File: config.mk
export PLATFORM = sky130hd
export DESIGN_NAME = fifo_wr_arbiter
export DESIGN_NICKNAME = d
export VERILOG_FILES = /design/src/rtl/fifo_arb_pkg.sv /design/src/rtl/rr_priority_pick.sv /design/src/rtl/fifo_wr_arbiter.sv
export SDC_FILE = /design/constraint.sdc
export NUM_CORES = 1
export LEC_CHECK = 0
export BUFFER_PORTS_ARGS = -buffer_cell sky130_fd_sc_hd__buf_2
export CORE_MARGIN = 3
export CORE_UTILIZATION = 35
export CTS_CLUSTER_DIAMETER = 100
export DETAILED_ROUTE_END_ITERATION = 10
export GPL_TIMING_DRIVEN = 0
export MAX_ROUTING_LAYER = met4
export PLACE_DENSITY = 0.73
export SLEW_MARGIN = 0
export SYNTH_ARGS = -nofsm -noshare
export SYNTH_HDL_FRONTEND = slang
export SYNTH_SLANG_ARGS = --single-unit
File: constraint.sdc
create_clock -name wr_clk -period 4.3 [get_ports wr_clk]
set_clock_uncertainty 0.2 [all_clocks]
set_input_delay 0.86 -clock wr_clk [delete_from_list [all_inputs] [get_ports wr_clk]]
set_output_delay 0.86 -clock wr_clk [all_outputs]
set_load 0.1 [all_outputs]
File: src/rtl/fifo_arb_pkg.sv
// Shared types and default sizing for the FIFO write-port arbiter.
package fifo_arb_pkg;

    typedef enum logic [0:0] {StIdle, StGrant} arb_state_t;

    // Index width that stays at least one bit wide when there is a single requester.
    function automatic int unsigned id_width(input int unsigned n);
        return (n > 1) ? $clog2(n) : 1;
    endfunction

    localparam int unsigned NUM_REQ   = 4;
    localparam int unsigned BURST_LEN = 4;
    localparam int unsigned ID_W      = id_width(NUM_REQ);
    localparam int unsigned BURST_W   = $clog2(BURST_LEN + 1);

endpackage

File: src/rtl/rr_priority_pick.sv
// Rotating-priority picker: first asserted request at or after start_i, wrapping modulo NumReq.
module rr_priority_pick #(
    parameter int unsigned NumReq = 4,
    parameter int unsigned IdW    = 2
) (
    input  logic [NumReq-1:0] req_i,
    input  logic [IdW-1:0]    start_i,
    output logic              found_o,
    output logic [IdW-1:0]    idx_o
);

    always_comb begin
        int unsigned k;
        found_o = 1'b0;
        idx_o   = '0;
        k       = 0;
        for (int unsigned i = 0; i < NumReq; i++) begin
            k = (32'(start_i) + i) % NumReq;
            if (!found_o && req_i[k]) begin
                found_o = 1'b1;
                idx_o   = IdW'(k);
            end
        end
    end

endmodule

File: src/rtl/fifo_wr_arbiter.sv
// Round-robin arbiter sharing the async FIFO write port among valid/ready producers,
// holding each grant for bursts of up to BURST_LEN beats and stalling on full.
module fifo_wr_arbiter #(
    parameter int unsigned NUM_REQ    = 4,
    parameter int unsigned Data_Width = 8,
    parameter int unsigned BURST_LEN  = 4,
    parameter int unsigned CNT_W      = 16,
    parameter int unsigned ID_W       = fifo_arb_pkg::id_width(NUM_REQ)
) (
    input  logic                             wr_clk,
    input  logic                             wr_rst,
    input  logic [NUM_REQ-1:0]               req_valid,
    input  logic [NUM_REQ*Data_Width-1:0]    req_data,
    output logic [NUM_REQ-1:0]               req_ready,
    input  logic                             full,
    output logic                             wr_en,
    output logic [Data_Width-1:0]            data_in,
    output logic                             grant_active,
    output logic [ID_W-1:0]                  grant_id,
    output logic [CNT_W-1:0]                 total_writes
);

    import fifo_arb_pkg::*;

    localparam int unsigned BurstW = $clog2(BURST_LEN + 1);

    arb_state_t        state_q, state_d;
    logic [ID_W-1:0]   rr_ptr_q, rr_ptr_d;
    logic [ID_W-1:0]   grant_id_q, grant_id_d;
    logic [BurstW-1:0] beat_cnt_q, beat_cnt_d;
    logic [CNT_W-1:0]  total_q, total_d;

    logic              pick_found;
    logic [ID_W-1:0]   pick_idx;
    logic              cur_valid;
    logic              last_beat;
    logic [ID_W-1:0]   next_ptr;

    rr_priority_pick #(
        .NumReq (NUM_REQ),
        .IdW    (ID_W)
    ) u_pick (
        .req_i   (req_valid),
        .start_i (rr_ptr_q),
        .found_o (pick_found),
        .idx_o   (pick_idx)
    );

    assign cur_valid = req_valid[grant_id_q];
    assign last_beat = (beat_cnt_q == BurstW'(BURST_LEN - 1));
    assign next_ptr  = (grant_id_q == ID_W'(NUM_REQ - 1)) ? '0 : grant_id_q + 1'b1;

    // Handshake outputs; gated by reset so an abandoned burst never writes.
    always_comb begin
        req_ready = '0;
        wr_en     = 1'b0;
        data_in   = req_data[32'(grant_id_q) * Data_Width +: Data_Width];
        if (state_q == StGrant && !wr_rst) begin
            req_ready[grant_id_q] = !full;
            wr_en                 = cur_valid & !full;
        end
    end

    always_comb begin
        state_d    = state_q;
        rr_ptr_d   = rr_ptr_q;
        grant_id_d = grant_id_q;
        beat_cnt_d = beat_cnt_q;
        total_d    = total_q;
        unique case (state_q)
            StIdle: begin
                if (pick_found) begin
                    grant_id_d = pick_idx;
                    beat_cnt_d = '0;
                    state_d    = StGrant;
                end
            end
            StGrant: begin
                if (wr_en) begin
                    beat_cnt_d = beat_cnt_q + 1'b1;
                    total_d    = total_q + 1'b1;
                end
                // full freezes the burst but never ends it; only a dropped valid or the last beat does.
                if ((wr_en && last_beat) || !cur_valid) begin
                    state_d    = StIdle;
                    rr_ptr_d   = next_ptr;
                    beat_cnt_d = '0;
                end
            end
            default: state_d = StIdle;
        endcase
    end

    always_ff @(posedge wr_clk) begin
        if (wr_rst) begin
            state_q    <= StIdle;
            rr_ptr_q   <= '0;
            grant_id_q <= '0;
            beat_cnt_q <= '0;
            total_q    <= '0;
        end else begin
            state_q    <= state_d;
            rr_ptr_q   <= rr_ptr_d;
            grant_id_q <= grant_id_d;
            beat_cnt_q <= beat_cnt_d;
            total_q    <= total_d;
        end
    end

    assign grant_active = (state_q == StGrant);
    assign grant_id     = grant_id_q;
    assign total_writes = total_q;

endmodule

# --- Word-level counts from Yosys, hierarchy flattened ---
# Index checks and enable logic that the tools add are counted.
word_totals:
  elab_cells: 72
  input_bits: 39
  register_bits: 24
classes:
  n_lt_le_gt_ge: 6
  n_shift: 1
  n_eq_ne: 4
  addsub: 6
  bitwise: 3
  reduce_logical: 17
  muxes: 30
op_table:
  columns: ["op", "count"]
  rows:
  - ["$shiftx A32 B6 Y8", 1]
  - ["$add A16 B1 Y16 const B", 1]
  - ["$lt A2 B3 Y1 const B", 5]
  - ["$mux W1", 13]
  - ["$bmux W1 S2", 5]
  - ["$mux W2", 5]
  - ["$mux W3", 3]
  - ["$reduce_and A2 Y1", 4]
  - ["$logic_and A1 B1 Y1", 6]
  - ["$logic_not A1 Y1", 6]
  - ["$pmux W3 S2", 1]
  - ["$add A2 B1 Y2 const B", 2]
  - ["$add A2 B2 Y2 const B", 2]
  - ["$and A4 B4 Y4", 1]
  - ["$mux W4", 1]
  - ["$add A3 B1 Y3 const B", 1]
  - ["$eq A3 B2 Y1 const B", 1]
  - ["$ne A3 B2 Y1 const B", 1]
  - ["$demux W1 S2", 1]
  - ["$eq A2 B2 Y1 const B", 1]
  - ["$ge A2 B1 Y1 const B", 1]
  - ["$ne A2 B2 Y1 const B", 1]
  - ["$pmux W1 S2", 1]
  - ["$and A1 B1 Y1", 1]
  - ["other kinds (2)", 2]

# --- Logic depth before layout (Yosys ltp) ---
# Gate-level depths: netlist of run 1.
depth:
  depth_word: 14
  depth_mapped: 6

# --- Modules after synthesis ---
# Synthesis of run 1 repeated with hierarchy kept, for this count alone.
hier_totals:
  cells_unflattened: 159
  area_unflattened_um2: 1460.2
modules_own_cells:
  columns: ["mod", "n_inst", "area_each_um2", "cells_each"]
  rows:
  - ["fifo_wr_arbiter", 1, 1382.6, 144]
  - ["rr_priority_pick", 1, 77.6, 15]

# --- Least setup slack after synthesis of run 1 ---
# No wires, ideal clock.
synth_path:
  path_type: "reg-to-output"
  from: "register state_q (netlist: grant_active)"
  to: "output port req_ready[0]"
  required_ps: 3240
  arrival_time_ps: 2468
  n_path_buf: 1
  path_slack_ps: 772
  stages_incl_launch_ff: 4
  cell_sequence: "dfxtp_1 > nor3b_2 > clkbuf_1 > and2_1"
synth_via:
  elab_chain_len: 2
synth_lines:
  columns: ["element", "line_no", "source"]
  rows:
  - ["start: declaration", "fifo_wr_arbiter.sv:27", "arb_state_t state_q, state_d;"]
  - ["start signal: assignment", "fifo_wr_arbiter.sv:96", "state_q <= StIdle;"]
  - ["start signal: assignment", "fifo_wr_arbiter.sv:102", "state_q <= state_d;"]
  - ["$logic_and A1 B1 Y1", "fifo_wr_arbiter.sv:58", "if (state_q == StGrant && !wr_rst) begin"]
  - ["$mux W4", "fifo_wr_arbiter.sv:58", null]
  - ["end: declaration", "fifo_wr_arbiter.sv:14", "output logic [NUM_REQ-1:0] req_ready,"]
# Every way passes these cells.

# --- Worst setup path after layout of run 1 ---
layout_path:
  from: "input port wr_rst"
  to: "output port wr_en"
layout_via:
  elab_chain_len: 3
layout_lines:
  columns: ["element", "line_no", "source"]
  rows:
  - ["start: declaration", "fifo_wr_arbiter.sv:11", "input logic wr_rst,"]
  - ["$logic_not A1 Y1", "fifo_wr_arbiter.sv:58", null]
  - ["$logic_and A1 B1 Y1", "fifo_wr_arbiter.sv:58", null]
  - ["$mux W1", "fifo_wr_arbiter.sv:58", null]
  - ["end: declaration", "fifo_wr_arbiter.sv:16", "output logic wr_en,"]
# Every way passes these cells.

==> results of run 1 <==
-- cell families (layout without fill, tap and decap cells) --
logic type / count (synthesis) / after routing / synth area share
XOR/XNOR: 6 / 6 / 0.03574
AO/OA/AOI/OAI: 36 / 36 / 0.1574
adder cells (fa/ha/maj): 7 / 7 / 0.05957
AND/OR/NAND/NOR: 55 / 55 / 0.2221
multiplexers: 11 / 11 / 0.1523
buffers and inverters: 17 / 91 / 0.04595
flip-flops: 24 / 24 / 0.3268
-- power groups by stage --
stage / sequential (mW) / combinational (mW) / clock (mW)
after global placement: 0.241 / 0.190 / 0
after CTS: 0.236 / 0.193 / 0.205
after floorplan: 0.261 / 0.130 / 0
after detailed placement: 0.241 / 0.192 / 0
final: 0.236 / 0.191 / 0.200
after global routing: 0.237 / 0.202 / 0.213
-- tightest hold or removal path, cell delays in order, from the launching register on --
cell and delay [ns]:
dfxtp_1 0.33, o31ai_1 0.06, a21oi_1 0.05
-- cells in the final DEF (no fill, tap or decap), types with 2 or more instances in the layout --
cell type  instances
xor2_1             6
or4_1              5
inv_1             10
ha_1               7
a21oi_1           13
nor3_1             4
dfxtp_1           24
nand3_1            7
clkbuf_1           4
buf_2             73
mux4_2             9
and2_1             6
o31ai_1            6
nor2_1             8
o21ai_0            6
and3_1             2
a31o_2             4
nand4_1            7
nand2_1            5
and4_1             2
clkbuf_8           3
or3_1              3
o21a_1             2
-- path summary, 6_finish.rpt --
| kind | slack (ns) | depth (start not counted) | startpoint | end |
|---|---|---|---|---|
| max | 0.91 | 6 | wr_rst | wr_en |
| min | 0.28 | 2 | total_writes[15] | total_writes[15] |
| max reg2reg | 2.09 | 5 | grant_id[0] | rr_ptr_q[1] |
| min reg2reg | 0.28 | 2 | total_writes[15] | total_writes[15] |
-- stage by stage --
stage / hold WS (ns) / instance area, um^2
2_1_floorplan: 0.2603 / 1470
3_3_place_gp: 0.2648 / 1881
3_5_place_dp: 0.2697 / 1881
4_1_cts: 0.2847 / 1952
5_1_grt: 0.2925 / 1952
6_report: 0.2819 / 1952
-- sequential cells by signal (all words and copies together), names as in the netlist --
register	cells
grant_id	2
beat_cnt_q	3
rr_ptr_q	2
total_writes	16
grant_active	1
-- routing by layer --
layer	share of wire	wire length, um
met1	0.45	1766
met2	0.52	2030
met3	0.028	108
met4	0.0033	13
met5	0	0
-- final cells by class --
cell class | instances | area share
multi-input combinational | 115 | 0.4724
tap | 48 | 0.03077
timing repair buffer | 70 | 0.1795
sequential | 24 | 0.2462
buffer | 7 | 0.01538
clock inverter | 1 | 0.01538
inverter | 10 | 0.01923
clock buffer | 3 | 0.02115
==> run_results.csv, run 1 <==
group,metric,value,unit
worst_setup_path,cp.required,3.24,ns
clocking,cts_buffers,3,
status,status,"finished clean",
clocking,cts-root-buf,"clkbuf_8",
power,swShare,0.3561,
synth,synth_nets,202,
clocking,cts_sinks,24,
sta,slew_headroom,0.5167,
die,coreArea,3854,um^2
grt,grt_overflow,0,
clocking,holdBufCountCts,0,
cells_and_area,fin_util,0.5065,
synth,synthTopCellsByArea,"dfxtp_1 33%, mux4_2 14%, ha_1 6.0%",
power,seqPwrFrac,0.376,
die,die_x,70.81,um
clocking,clk_pin_slew,0.09,ns
synth,ys_warn_count,0,
sta,worstMarginPinSlew,0.7184,ns
synth,ys_async_sr_fraction,0,
sta,rsz0062_at_grt,"no",
power,p_comb_frac,0.305,
grt,gr-usage-met1,0.1990,
cells_and_area,nFillCells,385,
power,peakVddDrop,169.9,uV
grt,grt_pass1_vias,1367,
synth,yosysMostFrequentCell,"dfxtp_1",
synth,synth_area,1470,um^2
power,p_clk_frac,0.319,
worst_setup_path,crit_type,"in2out",
sta,min_period_over_period,0.7886,
route,antenna_left,0,
grt,track_usage,0.1576,
sta,clock.fmax,294.9,MHz
grt,gr-usage-met3,0.03409,
grt,antenna_found_initial,0,
cells_and_area,seq_area,480.5,um^2
grt,grt_use_met2,0.2667,
clocking,cts_buffer_depth,2,
worst_setup_path,slowest_stage,"buf_2",
power,leakage,0.8598,nW
die,start_util,0.3815,
synth,synth_top_flop_cell,"dfxtp_1",
synth,syn_avg_cell_area,9.424,um^2
placement,gp_congestion,0.7442,
clocking,cts_resized,0,
synth,yosysUniqueCellTypes,35,
worst_setup_path,arrival,2.33,ns
synth,synth_top_area_share,0.3268,
die,die_h,70.81,um
synth,synthTopCellsByCount,"24 x dfxtp_1, 13 x a21oi_1, 10 x inv_1, 9 x mux4_2, 8 x nor2_1",
worst_setup_path,cp_slowest_stage_delay,0.42,ns
sta,fin_setup_tns,0,ns
route,drc_errors,0,
flow_run,cap_viol_max_count,0,
cells_and_area,multi_input_area,922.1,um^2
worst_setup_path,critPathBufInv,4,
sta,postLayoutSetupSlackWorst,0.9088,ns
worst_setup_path,cp_top_family,"buffers and inverters",
route,firstDrtPassIters,4,
placement,placedCellCount,274,
worst_setup_path,worstPathMaxFanout,10,
route,wl,3919,um
clocking,post-cts-setup-buffer-count,0,
worst_setup_path,crit_chain,"buf_2 -> nor3b_2 -> clkbuf_1 -> nand2_1 -> inv_1 -> buf_2",
sta,drv_slew,0,
worst_setup_path,start_kind,"input pin",
power,p_sw,0.2233,mW
route,drt_iter0_drc,81,
placement,preCtsSetupSlack,0.9065,ns
grt,grt.busiest_layer,"met2",
sta,min_period,3.391,ns
power,total_power,0.6270,mW
placement,dp.final_hpwl,3049,um
cells_and_area,syn_to_final_growth,32.77,%
grt,grt_start_max_net_pins,15,
power,p_per_area,321.2,nW/um^2
cells_and_area,drive_gt1_frac,0.4087,
cells_and_area,n_antenna_cell,0,
grt,grt_pass1_wl,6417,um
worst_setup_path,cp-end-kind,"output port",
route,vias,1485,
synth,yosys.area.top_type,"dfxtp_1",
power,p_int,0.4037,mW
die,die_area,5014,um^2
placement,io_buffers,70,
synth,syn_inst,156,
synth,ys_ff_latch,24,
worst_setup_path,crit_top_cell,"buf_2",
route,via_per_inst,5.342,
cells_and_area,instances_no_fill,278,
min_path,min_path_type,"reg2reg",
sta,report.final.hold_viol_count,0,
die,row_count,22,
clocking,insertion_delay,0.27,ns
clocking,htree_levels,1,
clocking,tritoncts,"done",
die,ioPinCount,71,
synth,ys_seq_area_frac,0.3268,
sta,setup_violations,0,
synth,synth-edff-count,0,
route,avgRoutedWirePerCell,14.10,um
cells_and_area,final_nets,277,
Note: power is estimated with default switching activity, not from simulation.
==> run 2: changes to the inputs <==
--- a/config.mk
+++ b/config.mk
@@ -5,6 +5,7 @@
 export SDC_FILE = /design/constraint.sdc
 export NUM_CORES = 1
 export LEC_CHECK = 0
+export ABC_AREA = 1
 export BUFFER_PORTS_ARGS = -buffer_cell sky130_fd_sc_hd__buf_2
 export CORE_MARGIN = 3
 export CORE_UTILIZATION = 35
==> constraint.sdc (replaced) <==
create_clock -name wr_clk -period 3.1 [get_ports wr_clk]
set_clock_uncertainty 0.2 [all_clocks]
set_input_delay 0.62 -clock wr_clk [delete_from_list [all_inputs] [get_ports wr_clk]]
set_output_delay 0.62 -clock wr_clk [all_outputs]
set_load 0.1 [all_outputs]
==> run 2 against run 1 <==
  * Sequential share of layout area fell by 4.6 points
  * Clock power rose by 10%
  * Hold slack improved by 0.010 ns
  * Synthesized cell count rose by 85%
  * Non-clock buffer count rose by 2
  * Die area rose by 23%
==> run_results.csv, run 2 <==
group,metric,value,unit
worst_setup_path,reg2reg_slack,1.26,ns
cells_and_area,instances_no_fill,428,
route,via_per_inst,4.860,
die,row_count,25,
die,die_area,6176,um^2
route,vias,2080,
worst_setup_path,cp.required,2.28,ns
clocking,tritoncts,"done",
clocking,cts_buffer_depth,2,
cells_and_area,largest_reg_flops,16,
worst_setup_path,crit_type,"reg2out",
clocking,insertion_delay,0.27,ns
placement,gp_congestion,0.8634,
grt,grt_pass1_wl,8231,um
grt,track_usage,0.1642,
worst_setup_path,arrival,2.08,ns
route,drt_iter0_drc,96,
worst_setup_path,start_kind,"register",
die,die_h,78.59,um
grt,grt_start_max_net_pins,14,
cells_and_area,final_common_cell,"buf_2",
placement,placedCellCount,424,
route,avgRoutedWirePerCell,11.31,um
synth,syn_inst,288,
sta,clock.fmax,345.0,MHz
worst_setup_path,worstReg2RegStart,"grant_id[0]",
grt,grt_pass1_vias,1879,
synth,ys_seq_area_frac,0.2605,
synth,ys_warn_count,0,
die,start_util,0.3755,
cells_and_area,drive_gt1_frac,0.3213,
route,firstDrtPassIters,4,
placement,dp.final_hpwl,3826,um
synth,ys_ff_latch,24,
synth,synth_nets,334,
sta,drv_slew,0,
synth,synth_top_flop_cell,"dfxtp_1",
synth,synth-edff-count,0,
worst_setup_path,cp-end-kind,"output port",
flow_run,cap_viol_max_count,0,
sta,report.final.hold_viol_count,0,
grt,antenna_found_initial,0,
power,peakVddDrop,915.8,uV
die,coreArea,4911,um^2
cells_and_area,final_cell_mix,"73 x buf_2, 67 x nand2_1, 37 x nor2_1",
min_path,min_path_type,"reg2reg",
route,drc_errors,0,
power,p_per_area,1032,nW/um^2
worst_setup_path,worst_r2r_path_depth,7,
synth,synthTopCellsByArea,"dfxtp_1 26%, nand2_1 14%, nor2_1 8.3%",
clocking,post-cts-setup-buffer-count,0,
sta,min_period_over_period,0.9349,
route,antenna_left,0,
clocking,htree_levels,1,
clocking,cts_buffers,3,
clocking,cts-root-buf,"clkbuf_8",
synth,synth_top_area_share,0.2605,
cells_and_area,n_antenna_cell,0,
synth,yosys.area.top_type,"dfxtp_1",
status,status,"finished clean",
sta,rsz0062_at_grt,"no",
clocking,cts_resized,0,
sta,min_period,2.898,ns
route,wl,4839,um
sta,fin_setup_tns,0,ns
sta,slew_headroom,0.6690,
min_path,hold_start,"beat_cnt_q[2]",
min_path,whs_endpoint,"beat_cnt_q[2]",
cells_and_area,syn_to_final_growth,30.53,%
synth,yosysMostFrequentCell,"nand2_1",
grt,grt_overflow,0,
placement,io_buffers,69,
die,die_x,78.59,um
synth,synth_area,1844,um^2
synth,syn_avg_cell_area,6.404,um^2
worst_setup_path,regToRegEndpoint,"rr_ptr_q[1]",
die,ioPinCount,71,
synth,ys_async_sr_fraction,0,
power,leakage,1.178,nW
sta,worstMarginPinSlew,0.4999,ns
min_path,worstHoldPathCells,2,
sta,setup_violations,0,
cells_and_area,final_nets,408,
worst_setup_path,worstPathMaxFanout,11,
synth,synthTopCellsByCount,"67 x nand2_1, 41 x nor2_1, 26 x inv_1, 26 x nand3_1, 25 x o21ai_0",
synth,yosysUniqueCellTypes,33,
clocking,cts_sinks,24,
clocking,clk_pin_slew,0.09,ns
clocking,holdBufCountCts,0,
## run 2: cell types whose count changed after synthesis, moves of 4 or more
cell | previous run | this run
o21ai_0 | 6 | 25
o31ai_1 | 6 | 0
o22ai_1 | 0 | 8
nand2_2 | 0 | 4
nor2_1 | 8 | 41
and2_1 | 6 | 0
a31o_2 | 4 | 0
nand2_1 | 5 | 67
nand3_1 | 7 | 26
or4_1 | 5 | 0
inv_1 | 10 | 26
xor2_1 | 6 | 1
mux4_2 | 9 | 0
## run 2: critical path, stage by stage, from the launching register on
cell	delay, ns
dfxtp_2	0.34
buf_4	0.17
inv_2	0.06
buf_2	0.19
buf_2	0.28
ha_1	0.19
inv_1	0.06
nor2_4	0.09
buf_2	0.42
## run 2: worst max-delay path by stage
stage	endpoint	startpoint	slack [ns]	cells after the start
after floorplan	data_in[3]	grant_id[1]	0.04	3
after global placement	wr_en	wr_rst	0.33	8
after detailed placement	wr_en	wr_rst	0.33	8
after CTS	data_in[4]	grant_id[1]	0.17	6
after global routing	data_in[4]	grant_id[1]	0.03	6
final	req_ready[0]	grant_id[0]	0.20	8
## run 2: cell type report
class,instances,area (um^2)
Buffer,10,68.82
Clock buffer,4,55.05
Fill cell,523,2504
Inverter,31,126.4
Multi-Input combinational cell,223,1246
Sequential cell,24,481.7
Tap cell,67,83.83
Timing Repair Buffer,69,345.3
## run 2: kinds of logic (layout without fill, tap and decap cells)
family / Yosys count / count (layout) / synth area share
and+or+nand+nor: 160 / 160 / 0.4186
AOI/OAI and AO/OA: 53 / 53 / 0.1533
buffers and inverters: 41 / 114 / 0.1058
DFF: 24 / 24 / 0.2605
adders and majority gates: 7 / 7 / 0.04749
xor gates and xnor gates: 3 / 3 / 0.01425
## run 2: routing by layer
layer  vias up  part of all wire  global-route usage
met1       935              0.46              0.2134
met5         -                 0                   -
met3         4             0.053             0.02294
met4         0            0.0089             0.04545
met2        50              0.48              0.2666
li1       1091                 -                   -
## run 2: power by group
group          internal (mW)  leakage [nW]  total [mW]  switching [mW]
registers              0.360         0.195       0.407          0.0472
clock network          0.114        0.0288       0.220           0.106
logic                  0.428         0.954        1.86            1.43
total                  0.901          1.18        2.49            1.58
## run 2: metrics by stage
step	total power, mW	hold slack [ns]	setup WS, ns	utilization	area (um^2)
finish	2.485	0.2923	0.2018	0.4902	2407
global route	2.650	0.3184	0.03201	0.4902	2407
CTS	2.500	0.2954	0.1657	0.4902	2407
detailed placement	2.278	0.2740	0.3344	0.4790	2352
global placement	2.256	0.2689	0.3321	0.4790	2352
floorplan	1.995	0.2516	0.04369	-	1923
==> run 3: changes to the inputs <==
--- a/config.mk
+++ b/config.mk
@@ -5,15 +5,17 @@
 export SDC_FILE = /design/constraint.sdc
 export NUM_CORES = 1
 export LEC_CHECK = 0
-export ABC_AREA = 1
+export ABC_AREA = 0
 export BUFFER_PORTS_ARGS = -buffer_cell sky130_fd_sc_hd__buf_2
+export CELL_PAD_IN_SITES_DETAIL_PLACEMENT = 0
+export CELL_PAD_IN_SITES_GLOBAL_PLACEMENT = 1
 export CORE_MARGIN = 3
-export CORE_UTILIZATION = 35
+export CORE_UTILIZATION = 30
 export CTS_CLUSTER_DIAMETER = 100
 export DETAILED_ROUTE_END_ITERATION = 10
 export GPL_TIMING_DRIVEN = 0
 export MAX_ROUTING_LAYER = met4
-export PLACE_DENSITY = 0.73
+export PLACE_DENSITY = 0.86
 export SLEW_MARGIN = 0
 export SYNTH_ARGS = -nofsm -noshare
 export SYNTH_HDL_FRONTEND = slang
==> run 3 against run 2 <==
  * Total power down 65%
  * Maximum frequency up 4.2%
  * Die area down 6.5%
  * Wire length down 17%
  * Sequential share of layout area up 4.5 points
  * Largest cell class unchanged
==> run_results.csv, run 3 (synthesized netlist as in run 1, its figures left out) <==
group,metric,value,unit
status,status,"finished clean",
worst_setup_path,cp_top_family,"buffers and inverters",
worst_setup_path,cp-end-kind,"output port",
grt,grt_overflow,0,
worst_setup_path,slowest_stage,"buf_2",
clocking,htree_levels,1,
worst_setup_path,worstPathMaxFanout,10,
die,die_x,76.01,um
power,peakVddDrop,405.1,uV
route,drt_iter0_drc,82,
sta,holdWs,0.2850,ns
worst_setup_path,crit_type,"in2out",
worst_setup_path,arrival,1.96,ns
die,die_h,76.01,um
cells_and_area,drive_gt1_frac,0.4261,
placement,dpl_cell_area,1906,um^2
worst_setup_path,cp.depth,6,
route,antenna_left,0,
route,avgRoutedWirePerCell,13.62,um
clocking,cts_buffers,3,
cells_and_area,n_antenna_cell,0,
power,total_power,0.8627,mW
clocking,holdBufCountCts,0,
placement,dp.final_hpwl,3124,um
worst_setup_path,crit_top_cell,"buf_2",
worst_setup_path,worst_r2r_path_depth,5,
die,start_util,0.3242,
placement,io_buffers,70,
cells_and_area,final_nets,277,
cells_and_area,nFillCells,464,
placement,gp_congestion,0.7966,
cells_and_area,largest_reg_flops,16,
worst_setup_path,critPathBufInv,4,
worst_setup_path,cp.required,2.28,ns
sta,clock.fmax,359.6,MHz
die,row_count,24,
sta,min_period,2.781,ns
sta,fin_setup_tns,0,ns
worst_setup_path,start_kind,"input pin",
worst_setup_path,crit_chain,"buf_2 -> nor3b_2 -> clkbuf_2 -> nand2_1 -> inv_1 -> buf_2",
route,drc_errors,0,
grt,track_usage,0.1443,
min_path,min_path_type,"reg2reg",
die,coreArea,4534,um^2
power,p_per_area,436.1,nW/um^2
sta,min_period_over_period,0.8972,
grt,grt_pass1_wl,6872,um
sta,setup_violations,0,
sta,slew_headroom,0.5382,
clocking,tritoncts,"done",
die,die_area,5777,um^2
route,firstDrtPassIters,4,
min_path,worstHoldPathCells,2,
route,vias,1498,
cells_and_area,multi_input_area,922.1,um^2
placement,preCtsSetupSlack,0.1732,ns
sta,drv_slew,0,
clocking,clk_pin_slew,0.08,ns
grt,grt_pass1_vias,1410,
cells_and_area,final_area,1978,um^2
cells_and_area,final_common_cell,"buf_2",
cells_and_area,seq_area,484.2,um^2
sta,report.final.hold_viol_count,0,
power,leakage,0.8641,nW
die,ioPinCount,71,
clocking,post-cts-setup-buffer-count,0,
cells_and_area,final_cell_mix,"73 x buf_2, 21 x dfxtp_1, 13 x a21oi_1",
route,wl,4018,um
clocking,insertion_delay,0.26,ns
clocking,cts_buffer_depth,2,
grt,grt_start_max_net_pins,15,
cells_and_area,syn_to_final_growth,34.55,%
sta,worstMarginPinSlew,0.6863,ns
sta,postLayoutSetupSlackWorst,0.3187,ns
clocking,cts-root-buf,"clkbuf_8",
grt,antenna_found_initial,0,
sta,rsz0062_at_grt,"no",
clocking,cts_sinks,24,
route,via_per_inst,5.078,
clocking,cts_resized,0,
flow_run,cap_viol_max_count,0,
worst_setup_path,cp_slowest_stage_delay,0.41,ns
## run 3: changes by cell type in the layout (fill, tap and decap cells not counted), sizes merged, moves of 5 or more
cell | before | now
nand2 | 72 | 5
nor2 | 44 | 8
inv | 31 | 10
o21ai | 27 | 6
nand3 | 27 | 7
mux4 | 0 | 9
o22ai | 8 | 0
o31ai | 0 | 6
a21oi | 18 | 13
and2 | 1 | 6
or4 | 0 | 5
xor2 | 1 | 6
## run 3: metrics by stage
| step | cells | utilization |
|---|---|---|
| after global routing | 295 | 0.4363 |
| after CTS | 295 | 0.4360 |
| after detailed placement | 291 | 0.4203 |
| after global placement | 291 | 0.4203 |
| final | 295 | 0.4363 |
| after floorplan | 156 | - |
## run 3: per-layer routing
metal / global-route usage / up-vias / wire, um
met4: 0.01993 / 0 / 15
met5: - / - / 0
met1: 0.1711 / 693 / 1802
li1: - / 740 / -
met3: 0.04846 / 2 / 337
met2: 0.2447 / 63 / 1863
## run 3: path summary, 6_finish.rpt
| check | slack [ns] | endpoint | startpoint |
|---|---|---|---|
| setup reg to reg | 0.95 | rr_ptr_q[1] | grant_id[0] |
| hold reg to reg | 0.28 | total_writes[15] | total_writes[15] |
| setup / recovery | 0.32 | wr_en | wr_rst |
| hold / removal | 0.28 | total_writes[15] | total_writes[15] |
## run 3: worst min-delay path, delay by kind of cell (launching register included)
kind / cells / cell delay [ns]
AOI/OAI and AO/OA: 2 / 0.11
DFF: 1 / 0.33
## run 3: layout make-up
| class | count | share of cell area |
|---|---|---|
| timing repair buffer | 70 | 0.1771 |
| clock inverter | 1 | 0.01518 |
| tap | 65 | 0.04111 |
| clock buffer | 3 | 0.02087 |
| buffer | 7 | 0.01581 |
| multi-input combinational | 115 | 0.4662 |
| inverter | 10 | 0.01898 |
| sequential | 24 | 0.2448 |
## run 3: report_power, final
part	total, mW	internal [mW]	switching, mW	leakage, nW
clock network	0.270	0.172	0.0972	0.0357
logic	0.265	0.0709	0.195	0.633
registers	0.327	0.317	0.0103	0.195
